==> src/rtl/io_int_ctrl.sv <==
// Memory-mapped interrupt controller: edge-detected sources, per-source mask,
// pending and in-service registers, fixed priority (src[0] highest) with
// nesting by strictly higher-priority sources, and a two-state request FSM.
// Data/address vectors are big-endian [0:W-1]; the last index is the LSB.
module io_int_ctrl #(
    parameter int ARCH_WIDTH = 32,
    parameter int NUM_SRC    = 4
) (
    input  logic                  clk,
    input  logic                  rst,
    input  logic [0:NUM_SRC-1]    src,
    input  logic [0:ARCH_WIDTH-1] addr,
    input  logic                  we,
    input  logic [0:ARCH_WIDTH-1] din,
    output logic [0:ARCH_WIDTH-1] dout,
    output logic                  int_req,
    input  logic                  int_ack,
    output logic [3:0]            int_id
);

    typedef enum logic {IDLE, REQ} state_t;

    state_t             state;
    logic [0:NUM_SRC-1] mask, pending, isr, src_q;
    logic               armed;

    logic [1:0]         sel;
    logic [0:NUM_SRC-1] wr_bits, src_rise, eligible, ack_oh;
    logic [0:NUM_SRC-1] mask_nxt, pend_nxt, isr_nxt, isr_eoi;
    logic               elig_any, ack_take;
    logic [3:0]         ack_id;
    logic [ARCH_WIDTH-1:0] rd_val;
    logic [3:0]         isr_f, pend_f;

    // Only the word-select bits of addr and the low NUM_SRC bits of din matter.
    logic unused_bits;
    assign unused_bits = ^{addr[0:ARCH_WIDTH-5], addr[ARCH_WIDTH-2:ARCH_WIDTH-1], din};

    assign sel     = addr[ARCH_WIDTH-4:ARCH_WIDTH-3];
    assign wr_bits = din[ARCH_WIDTH-NUM_SRC:ARCH_WIDTH-1];

    // Rising edges; suppressed for the first cycle after reset so a line
    // held high through reset release does not fire.
    assign src_rise = armed ? (src & ~src_q) : '0;

    // Eligible set: unmasked pending sources above the highest in-service one,
    // and the lowest eligible index as a one-hot plus its ID.
    always_comb begin
        logic ok, found;
        ok       = 1'b1;
        found    = 1'b0;
        eligible = '0;
        ack_oh   = '0;
        ack_id   = 4'hF;
        for (int i = 0; i < NUM_SRC; i++) begin
            if (isr[i]) ok = 1'b0;
            eligible[i] = pending[i] & ~mask[i] & ok;
            if (eligible[i] && !found) begin
                ack_oh[i] = 1'b1;
                ack_id    = 4'(i);
                found     = 1'b1;
            end
        end
        elig_any = found;
    end

    assign ack_take = (state == REQ) && int_ack && elig_any;

    // EOI retires the highest-priority in-service bit only.
    always_comb begin
        logic found;
        found   = 1'b0;
        isr_eoi = isr;
        for (int i = 0; i < NUM_SRC; i++) begin
            if (isr[i] && !found) begin
                isr_eoi[i] = 1'b0;
                found      = 1'b1;
            end
        end
    end

    // Next register values; EOI is applied before the ack sets its bit, and a
    // new edge beats any clear of the same pending bit.
    always_comb begin
        mask_nxt = mask;
        pend_nxt = pending;
        isr_nxt  = isr;
        if (we && sel == 2'd1) mask_nxt = wr_bits;
        if (we && sel == 2'd2) pend_nxt = pend_nxt & ~wr_bits;
        if (ack_take)          pend_nxt = pend_nxt & ~ack_oh;
        pend_nxt = pend_nxt | src_rise;
        if (we && sel == 2'd3) isr_nxt = isr_eoi;
        if (ack_take)          isr_nxt = isr_nxt | ack_oh;
    end

    // Register state and the request FSM with registered int_req / int_id.
    always_ff @(posedge clk) begin
        if (rst) begin
            state   <= IDLE;
            int_req <= 1'b0;
            int_id  <= 4'hF;
            mask    <= '1;
            pending <= '0;
            isr     <= '0;
            src_q   <= '0;
            armed   <= 1'b0;
        end else begin
            src_q   <= src;
            armed   <= 1'b1;
            mask    <= mask_nxt;
            pending <= pend_nxt;
            isr     <= isr_nxt;
            case (state)
                IDLE: begin
                    if (elig_any) begin
                        state   <= REQ;
                        int_req <= 1'b1;
                    end
                end
                REQ: begin
                    if (int_ack) begin
                        int_id  <= elig_any ? ack_id : 4'hF;
                        state   <= IDLE;
                        int_req <= 1'b0;
                    end else if (!elig_any) begin
                        state   <= IDLE;
                        int_req <= 1'b0;
                    end
                end
                default: begin
                    state   <= IDLE;
                    int_req <= 1'b0;
                end
            endcase
        end
    end

    // Combinational read mux; fields are right-justified, unused bits zero.
    always_comb begin
        isr_f  = '0;
        pend_f = '0;
        isr_f[NUM_SRC-1:0]  = isr;
        pend_f[NUM_SRC-1:0] = pending;
        rd_val = '0;
        case (sel)
            2'd0:    rd_val[11:0] = {isr_f, pend_f, int_id};
            2'd1:    rd_val[NUM_SRC-1:0] = mask;
            2'd2:    rd_val[NUM_SRC-1:0] = pending;
            default: rd_val = '0;
        endcase
    end

    assign dout = rd_val;

endmodule
==> config.mk <==
export PLATFORM = sky130hd
export DESIGN_NAME = io_int_ctrl
export DESIGN_NICKNAME = d
export VERILOG_FILES = /design/src/rtl/io_int_ctrl.sv
export SDC_FILE = /design/constraint.sdc
export NUM_CORES = 1
export LEC_CHECK = 0
export CORE_ASPECT_RATIO = 0.5
export CORE_MARGIN = 8
export CORE_UTILIZATION = 27
export CTS_CLUSTER_DIAMETER = 80
export DETAILED_ROUTE_END_ITERATION = 16
export PLACE_DENSITY_LB_ADDON = 0.25
export SYNTH_ARGS = -nofsm -noshare
export SYNTH_HDL_FRONTEND = slang
export SYNTH_SLANG_ARGS = --single-unit
==> constraint.sdc <==
create_clock -name clk -period 1.6 [get_ports clk]
set_input_delay 0.32 -clock clk [delete_from_list [all_inputs] [get_ports clk]]
set_output_delay 0.32 -clock clk [all_outputs]
set_load 0.03 [all_outputs]
# Word level (Yosys, flattened, before mapping)
# Cells that the tools add are included.
[totals]
ff_bits = 23
latch_bits = 0
ramBits = 0
romBits = 0
inputBits = 72
output_inout_bits = 37
elab_cells = 91
memories = 0
[op_classes]
n_addsub = 0
multipliers = 0
div = 0
order_cmp = 0
eq_ne = 5
shift = 0
muxes = 37
n_bitwise = 21
reduce_logical = 20
[ops]
columns = ["cell", "n"]
rows = [
  ["$mux 4", 10],
  ["$mux 1", 23],
  ["$and 4x4->4", 3],
  ["$not 4->4", 3],
  ["$pmux 4 s3", 1],
  ["$logic_and 1x1->1", 11],
  ["$and 1x1->1", 8],
  ["$mux 8", 1],
  ["$or 4x4->4", 2],
  ["$logic_not 1->1", 6],
  ["$not 1->1", 5],
  ["$eq 2x2->1 const B", 2],
  ["$pmux 1 s2", 2],
  ["$reduce_and 2->1", 2],
  ["$ne 3x3->1 const B", 1],
  ["$eq 2x1->1 const B", 1],
  ["$logic_not 2->1", 1],
  ["$ne 2x2->1 const B", 1],
]

# Longest topological paths before layout
[depth]
ltp_word = 17
ltp_mapped = 5
depth_no_buf = 4

# Worst setup path after synthesis
# OpenSTA, ideal clock, no wires.
[synth_path]
path_kind = "reg2out"
start = "reg int_id[2] (netlist name)"
end = "out dout[28] in the netlist's numbering"
arrival_time_ps = 1456
required_time_ps = 1280
setup_slack_ps = -176
path_stages_with_launch = 4
path_buffers = 0
path_cell_list = "dfxtp_1 -> nor2b_1 -> a21oi_1 -> o21ai_0"
[synth_lines]
columns = ["item", "line_no", "source"]
rows = [
  ["to (decl)", "15", "output logic [0:ARCH_WIDTH-1] dout,"],
]

# Final worst setup path
[layout_path]
start = "reg isr[0] in the netlist's numbering"
end = "reg int_id[1]"
[layout_via]
elab_chain_len = 13
word_cells_on_any_way = 23
classes_between = "13 x mux; 4 x bitwise; 6 x reduce/logical"
[layout_lines]
columns = ["item", "line_no", "source"]
rows = [
  ["from (decl)", "24", "logic [0:NUM_SRC-1] mask, pending, isr, src_q;"],
  ["from (signal assigned)", "112", "isr <= isr_nxt;"],
  ["$mux 1 (*)", "56", "if (isr[i]) ok = 1'b0;"],
  ["$and 1x1->1", "57", "eligible[i] = pending[i] & ~mask[i] & ok;"],
  ["$mux 1", "58", "if (eligible[i] && !found) begin"],
  ["$logic_not 1->1", "58", ""],
  ["$logic_and 1x1->1", "58", ""],
  ["$mux 1", "58", ""],
  ["$logic_not 1->1", "58", ""],
  ["$logic_and 1x1->1", "58", ""],
  ["$mux 1", "58", ""],
  ["$logic_not 1->1", "58", ""],
  ["$logic_and 1x1->1", "58", ""],
  ["$mux 4 / $mux 1 (equally long branches)", "58", ""],
  ["$mux 4 (*)", "122", "int_id <= elig_any ? ack_id : 4'hF;"],
  ["to (signal assigned)", "122", ""],
  ["to (decl)", "18", "output logic [3:0] int_id"],
]
# Mark *: on every way between the ends. The rest lies on a longest branch, timed or not.
# A chain may end at the register's enable or synchronous reset.

==> flow_summary_export.csv <==
group,metric,value,unit
pwr,total_power,1.34,mW
clocking,clk_pin_slew,0.08,ns
detailed_routing,post_drt_wl_per_cell,13.6,um
die,initial_core_util,27.3,%
critical_path,cp_data_required_time,1.76,ns
logic_synthesis,synth_area,0.00117,mm2
placement,placed_area,0.00150,mm2
grt,antenna_found_initial,0,
clocking,cts_max_level,1,
layout,num_antenna_cells,0,
critical_path,path_cells,"buf_4, nor3b_1, nor3_1, buf_4, a211o_1",
critical_path,crit_path_max_incr_delay,0.35,ns
placement,place_congestion,0.840,
grt,grt_use_total,9.26,%
detailed_routing,drtAntennaViolNets,0,
critical_path,path_delay_family,"simple AND/OR/NAND/NOR gates",
detailed_routing,met3_length,272,um
clocking,clkSinkCount,22,
die,die_w,109,um
timing,clock-skew-final,0.00267,ns
layout,regArea,443,um2
grt,grt_pass1_wl,5000,um
logic_synthesis,postSynth.asyncResetShare,0,%
hold_path,min_path_type,"reg2reg",
die,core_area,0.00428,mm2
die,die_h,62.5,um
clocking,cts_tree,"built",
logic_synthesis,synth.distinct_cells,32,
detailed_routing,drc,0,
grt,grt_pass1_vias,1016,
critical_path,crit_type,"reg2reg",
logic_synthesis,avgSynthCellArea,8.90,um2
detailed_routing,dr.pass1.iters,4,
logic_synthesis,synth_cells,131,
outcome,status,"complete, no violations",
critical_path,end_kind,"flop",
layout,final_area,0.00159,mm2
die,pin_count,109,
critical_path,critPathMaxFanout,6,
placement,portBuffers,30,
die,row_count,17,
detailed_routing,wl,3140,um
layout,multiInputGateArea,631,um2
timing,fin_crit,1.54,ns
critical_path,critPathArrivalTime,1.70,ns
timing,fin_crit_sh,96.0,%
layout,layout_commonest_cell,"buf_4",
detailed_routing,viasPerCell,4.32,
detailed_routing,vias,999,
logic_synthesis,synth_edf_count,0,
timing,slew_violations,0,
grt,gr-total-overflow,0,
die,dieArea,0.00681,mm2
detailed_routing,wl_met1,1600,um
timing,setup_viol,0,
pwr,pwr_density_cell,842,mW/mm2
clocking,clock_latency,0.26,ns
logic_synthesis,synth_warnings,0,
logic_synthesis,synth-seq-cells,22,
job,maxCapViolations,0,
timing,rsz0062_at_grt,"yes",
clocking,cts_buffers,3,
critical_path,cp_slowest_cell,"dfxtp_1",
clocking,clockBufferDepth,2,
placement,dp_hpwl,2610,um
timing,final-hold-violation-count,0,
critical_path,start_kind,"flop",
critical_path,path_buf_inv,2,
layout,fill_cells,449,
detailed_routing,routed.top_layer,"met4",
grt,grt_start_max_net_pins,14,
layout,nets,247,
detailed_routing,first_iter_violations,38,
logic_synthesis,yosysSeqAreaShare,37.8,%
pwr,power.leakage,0.719,nW
logic_synthesis,synth_ff_type,"dfxtp_1",
layout,final_cell_mix,"buf_4, conb_1, dfxtp_1, nand2_1, clkdlybuf4s50_1",
layout,drive_gt1_share,22.4,%
clocking,ctsRootBufferMaster,"clkbuf_8",
pwr,ir_drop,290,uV
layout,area_growth,36.1,%
timing,fmax,0.651,GHz
detailed_routing,wl_met2,1240,um
critical_path,cpMostUsedCell,"buf_4",
-- per-stage QoR --
step / worst slack (ns) / TNS [ns] / hold WS, ns / utilization (%) / std cells
after floorplan: 0.0492 / 0 / 0.399 / - / 150
after global placement: -0.284 / -3.86 / 0.479 / 35.1 / 226
after detailed placement: -0.302 / -3.97 / 0.484 / 35.1 / 226
after CTS: 0.0350 / 0 / 0.500 / 37.0 / 230
after global routing: -0.0326 / -0.0403 / 0.536 / 37.1 / 231
final: 0.0642 / 0 / 0.506 / 37.1 / 231
-- worst register-to-register path, delay by kind of cell (launching register included) --
kind,cells,cell delay (ns)
buffers and inverters,2,0.33
flip-flops,1,0.35
AND/OR/NAND/NOR,2,0.50
AO/OA/AOI/OAI,1,0.25
-- cells in the mapped netlist (all sizes together), types with 3 or more instances --
| cell type | count | area (um2) |
|---|---|---|
| mux2i | 6 | 60.1 |
| a41o | 3 | 30.0 |
| nor2b | 6 | 37.5 |
| and3b | 4 | 35.0 |
| and2 | 8 | 51.3 |
| nor3 | 3 | 15.0 |
| nor2 | 3 | 11.3 |
| nor3b | 3 | 33.8 |
| nand2 | 15 | 56.3 |
| o21ai | 7 | 35.0 |
| a21oi | 8 | 40.0 |
| buf | 22 | 169 |
| dfxtp | 22 | 440 |
-- kinds of logic (layout without fill, tap and decap cells) --
family,after synthesis,in the layout,synth area share (%)
AND/OR/NAND/NOR,50,50,26.1
AO/OA/AOI/OAI,26,26,14.9
buffers and inverters,26,50,15.8
flip-flops,22,22,37.8
multiplexers,6,6,5.15
other,1,20,0.322
-- sequential cells by signal, summed over array words and instances (netlist names) --
signal / count
mask: 4
isr: 4
state: 1
int_req: 1
pend_f: 4
armed: 1
int_id: 3
src_q: 4
-- area by class of cell --
type / instances / area share (%)
multi-input combinational: 102 / 39.7
sequential: 22 / 27.9
timing repair buffer: 44 / 22.9
tap: 57 / 4.50
clock buffer: 3 / 2.60
clock inverter: 1 / 1.89
inverter: 2 / 0.473
-- power breakdown --
| part | switching (mW) | total, mW | internal [mW] |
|---|---|---|---|
| Sequential | 0.0153 | 0.582 | 0.567 |
| Clock | 0.184 | 0.518 | 0.334 |
| Combinational | 0.150 | 0.236 | 0.0867 |
| Total | 0.349 | 1.34 | 0.988 |
-- routing by layer --
layer	vias to the layer above	global-route usage (%)
met5	-	0
met4	0	2.54
met3	2	3.09
met2	37	13.2
met1	456	12.7
li1	504	-
-- timing repair --
item                                   CTS  global route
gates cloned                             0             0
setup buffers                            0             1
gates resized for setup                 14             4
endpoints found under the hold margin    0             0
setup endpoints to repair               17             8
hold buffers                             0             0
pin swaps                                0             1
-- path summary, 6_finish.rpt --
kind | startpoint | endpoint | slack (ns) | depth (start not counted)
hold / removal | src_q[0]$_SDFF_PP0_ | pend_f[3]$_SDFF_PP0_ | 0.51 | 2
setup / recovery | isr[0]$_SDFF_PP0_ | int_id[1]$_SDFFE_PP1N_ | 0.06 | 5
setup reg to reg | isr[0]$_SDFF_PP0_ | int_id[1]$_SDFFE_PP1N_ | 0.06 | 5
hold reg to reg | src_q[0]$_SDFF_PP0_ | pend_f[3]$_SDFF_PP0_ | 0.51 | 2
No activity file was read; power rests on OpenSTA's default activity.
==> RTL change 1: new RTL, same settings <==
Change the parameter `ARCH_WIDTH` from 32 to 64.
--- a/src/rtl/io_int_ctrl.sv
+++ b/src/rtl/io_int_ctrl.sv
@@ -3,7 +3,7 @@
 // nesting by strictly higher-priority sources, and a two-state request FSM.
 // Data/address vectors are big-endian [0:W-1]; the last index is the LSB.
 module io_int_ctrl #(
-    parameter int ARCH_WIDTH = 32,
+    parameter int ARCH_WIDTH = 64,
     parameter int NUM_SRC    = 4
 ) (
     input  logic                  clk,
Ports: changed (resized addr, din and dout); port bits go from 109 to 205. No check against the original RTL was run, so the function may have changed too.
==> RTL change 1 against the unedited design <==
  * Area after synthesis grew 21%
  * Cell area grew 7.7%
  * Via count grew 8.0%
  * Total power shrank 6.2%
  * Hold slack lost 0.0091 ns
  * Sequential cell count is the same
  * Worst setup slack gained 0.024 ns
  * Combinational power grew 45%
  * Routed wire length grew 11%
  * Die area grew 16%
  * Sequential power is essentially flat
  * Fmax grew 1.6%
  * Critical path type is now in2out
  * Largest cell class unchanged
  * Highest routed layer unchanged
==> RTL change 1: results (changes against the unedited design) <==
* Mux contribution to synthesized area at 0.0427 (was 0.0515)
* Cell with the most instances after synthesis: buf_4 (was dfxtp_1)
* Syn_area_per_cell at 8.63 µm² (was 8.90 µm²)
* Largest net degree at the start of global routing at 12 (was 14)
* Later-pin clock latency in the skew report at 0.26 ns (about the same)
* Post-cts hold buffer count at 0 (unchanged)
* Ys flop type: dfxtp_1 (unchanged)
* Leakage at 0.822 nW (was 0.719 nW)
* First-pass GRT wire length at 5660 µm (was 5000 µm)
* Dominant cells by area after synthesis: dfxtp_1, buf_4, mux2i_1 (unchanged)
* DRT iter0 DRCs at 37 (was 38)
* Share of layout cells above drive strength 1 at 0.184 (was 0.224)
* Grt met1 use at 0.0885 (was 0.127)
* # placed instances at 273 (was 226)
* Crit path arrival time at 1.19 ns (was 1.70 ns)
* GRT met3 Usage at 0.0438 (was 0.0309)
* Clock skew at 0.00509 ns (was 0.00267 ns)
* Worst vdd ir at 0.346 mV (was 0.290 mV)
* Ys Warns at 0 (unchanged)
* Setup violators final at 0 (unchanged)
* Nets at 344 (was 247)
* Non-Filler Instances at 276 (was 231)
* DR vias at 1079 (was 999)
* GRT Resource Usage Total at 0.0872 (was 0.0926)
* Async set-reset flop share out of synthesis at 0 (unchanged)
* Top post-synthesis cells by count: buf_4, dfxtp_1, nand2_1, a21oi_1 (was dfxtp_1, buf_4, nand2_1, a21oi_1)
* # diodes at 0 (unchanged)
* Worst-path clk slew at 0.07 ns
* Cts bufs inserted at 3 (unchanged)
* Synth Area in Compound Gates at 0.124 (was 0.149)
* Register area share after synthesis at 0.313 (was 0.378)
* Status: finished clean (unchanged)
* Clock buffer depth at 2 (unchanged)
* Pre-CTS setup slack at -0.223 ns (was -0.302 ns)
* Dpl hpwl at 3050 µm (was 2610 µm)
* Final WL at 3480 µm (was 3140 µm)
* RD Place Congestion at 0.779 (was 0.840)
* M2 GR Usage at 0.157 (was 0.132)
* Crit path max fanout at 8 (was 6)
## RTL change 1: routing by layer
| metal | share of wire | up-vias |
|---|---|---|
| met5 | 0 | - |
| met4 | 0.0063 | 0 |
| met3 | 0.11 | 2 |
| met2 | 0.48 | 57 |
| met1 | 0.40 | 479 |
| li1 | - | 541 |
## RTL change 1: cells by family (layout without fill, tap and decap cells)
group                  Yosys count  after routing
muxes                            6              6
buffers and inverters           58             50
other                            1             52
AOI/OAI and AO/OA               26             26
and+or+nand+nor                 50             50
DFF                             22             22
## RTL change 1: worst paths after layout
| check | slack [ns] | cells past startpoint | startpoint | end |
|---|---|---|---|---|
| setup reg to reg | 0.09 | 4 | isr[0]$_SDFF_PP0_ | int_id[0]$_SDFFE_PP1N_ |
| hold reg to reg | 0.50 | 2 | src_q[0]$_SDFF_PP0_ | pend_f[3]$_SDFF_PP0_ |
| hold / removal | 0.50 | 2 | src_q[0]$_SDFF_PP0_ | pend_f[3]$_SDFF_PP0_ |
| setup / recovery | 0.09 | 4 | addr[60] | dout[52] |
## RTL change 1: where the power goes
group	internal [mW]	total (mW)	switching, mW
combinational	0.0899	0.343	0.253
clock	0.168	0.329	0.162
sequential	0.568	0.581	0.0135
## RTL change 1: cell type report
class                   instances  area, µm²
fillers                       539       3270
repair buffers                 45        380
multi-input cells             134        751
clock buffers                   3       41.3
well taps                      70       87.6
flip-flops and latches         22        442
inverters                       2       7.51
## RTL change 1: timing repair
item / in CTS / in global routing
cloned: 0 / 0
endpoints found under the setup margin: 17 / 4
pin swaps: 0 / 1
resized for setup: 12 / 4
## RTL change 1: worst max-delay path, stage by stage
cell,delay [ns]
dlygate4sd2_1,0.26
nor2_2,0.26
and2_2,0.20
buf_4,0.15
## RTL change 1: per-stage QoR
stage | instance area, µm² | utilization
2_1_floorplan | 1600 | -
3_3_place_gp | 1650 | 0.332
3_5_place_dp | 1650 | 0.332
4_1_cts | 1700 | 0.341
5_1_grt | 1710 | 0.343
6_report | 1710 | 0.343
==> RTL change 2: new RTL, same flow settings <==
Without the edit above. Make the reset (`rst`) asynchronous in one clocked block.
--- a/src/rtl/io_int_ctrl.sv
+++ b/src/rtl/io_int_ctrl.sv
@@ -94,7 +94,7 @@
     end
 
     // Register state and the request FSM with registered int_req / int_id.
-    always_ff @(posedge clk) begin
+    always_ff @(posedge clk or posedge rst) begin
         if (rst) begin
             state   <= IDLE;
             int_req <= 1'b0;
Check against the original RTL: differs if rst is asserted again (counterexample within 4 cycles, from zero or initial values and one cycle with rst high); with rst held inactive, the same outputs for 10 cycles.
==> RTL change 2 against the unedited design <==
  * The flow now finishes with violations (negative setup slack)
  * Register-to-register slack gained 0.06 ns
  * Sequential cell count did not move
  * Cell area rose by 9.2%
  * Clock skew barely moved
  * Worst setup slack worse by 0.17 ns
  * Area after synthesis grew 10%
  * Routed wire length is 1.8% lower
  * Cell count is 1.7% higher
  * Hold slack got worse by 0.11 ns
  * Die area increased by 8.0%
  * Via count decreased by 0.90%
  * Count of clock-buffer cells in the layout unchanged
  * Largest cell class unchanged
  * Highest routed layer unchanged
Power is not compared: it rests on default switching activity, and its combinational part moved more than twofold at a synthesized area within 25%.
==> RTL change 2: results (changes against the unedited design) <==
* Largest net degree at the start of global routing at 23 (was 14)
* Port Buffers at 30 (unchanged)
* Dominant cells by area after synthesis: dfrtp_1, dfstp_2, buf_4 (was dfxtp_1, buf_4, mux2i_1)
* Worst R2R Start: isr[0]$_DFF_PP0_ (was isr[0]$_SDFF_PP0_)
* Multi-input gate area at 627 µm² (was 631 µm²)
* Design Power at 2.78 mW
* Nets at 242 (was 247)
* Top post-synthesis cells by count: buf_4, dfrtp_1, nand2_1, o21ai_0, and2_1 (was dfxtp_1, buf_4, nand2_1, a21oi_1)
* Fill count at 446 (was 449)
* Ys flop type: dfrtp_1 (was dfxtp_1)
* Fin util at 0.386 (was 0.371)
* Vias per cell at 4.21 (was 4.32)
* Placement Cell Area at 0.00164 mm² (was 0.00150 mm²)
* Critical path capture point type: primary output (was flip-flop)
* Met2 wire length at 1390 µm (was 1240 µm)
* Crit path arrival time at 1.39 ns (was 1.70 ns)
* Ys Warns at 0 (unchanged)
* Slowest CP cell: dfstp_2 (was dfxtp_1)
* First-pass GRT wire length at 5020 µm (was 5000 µm)
* Cts repair resizes at 13 (was 14)
* Async set-reset flop share out of synthesis at 1.00 (was 0)
* Signal buf overhead at 0.222 (was 0.229)
* Clock skew at 0.00253 ns (was 0.00267 ns)
* Failing checks: negative setup slack
* M2 GR Usage at 0.138 (was 0.132)
* Met3 wire len at 256 µm (was 272 µm)
* ClkCell Share at 0.0412 (was 0.0450)
* Multi-Input Combinational at 99 (was 102)
* Syn_area_per_cell at 9.95 µm² (was 8.90 µm²)
* Tightest Hold Check Type: in2async (was reg2reg)
* Antenna violations before repair at 0 (unchanged)
* Vias in the first global route at 1019 (was 1016)
* M1 WL at 1410 µm (was 1600 µm)
* GRT met3 Usage at 0.0222 (was 0.0309)
* GRT Resource Usage Total at 0.0829 (was 0.0926)
* Leakage at 0.777 nW
* Final WL at 3080 µm (was 3140 µm)
* Slowest stage delay, CP at 0.54 ns (was 0.35 ns)
* Critical path class: reg2out (was reg2reg)
* Reg2reg path depth at 4 (was 5)
* Signal buffers at 42 (was 44)
* FF-to-FF setup slack at 0.12 ns (was 0.06 ns)
* Grt met1 use at 0.105 (was 0.127)
* Post-CTS Setup Inserts at 1 (was 0)
* Setup crit end: dout[28] (was int_id[1]$_SDFFE_PP1N_)
* Register area share after synthesis at 0.436 (was 0.378)
* Reg2reg end: pend_f[1]$_DFF_PP0_ (was int_id[1]$_SDFFE_PP1N_)
* Setup violators final at 2 (was 0)
* # placed instances at 231 (was 226)
* Storage element area at 561 µm² (was 443 µm²)
* Share of layout cells above drive strength 1 at 0.320 (was 0.224)
* Worst Setup SP: int_id[2]$_DFFE_PP1N_ (was isr[0]$_SDFF_PP0_)
* Status: finished with violations (was finished clean)
* Crit-path leading delay family: flip-flops (was simple AND/OR/NAND/NOR gates)
* RD Place Congestion at 0.858 (was 0.840)
* Final worst setup slack at -0.107 ns (was 0.0642 ns)
* Top layer in use: met4 (unchanged)
* Crit path max fanout at 3 (was 6)
* Dpl hpwl at 2520 µm (was 2610 µm)
* Unique masters post-synth at 37 (was 32)
==> RTL change 2: stage by stage <==
step / TNS, ns / hold slack (ns) / setup slack, ns
6_report: -0.187 / 0.392 / -0.107
5_1_grt: -0.361 / 0.424 / -0.204
4_1_cts: -0.195 / 0.403 / -0.110
3_5_place_dp: -2.67 / 0.423 / -0.267
3_3_place_gp: -2.53 / 0.414 / -0.248
2_1_floorplan: -0.0266 / 0.304 / -0.0266
==> RTL change 2: cell families (layout without fill, tap and decap cells) <==
| kind of cell | after synthesis | count (layout) | share of synthesized area |
|---|---|---|---|
| AOI/OAI and AO/OA | 26 | 26 | 0.140 |
| buffers and inverters | 27 | 48 | 0.148 |
| DFF | 22 | 22 | 0.436 |
| muxes | 6 | 6 | 0.0507 |
| other | 2 | 21 | 0.00585 |
| and+or+nand+nor | 46 | 46 | 0.219 |
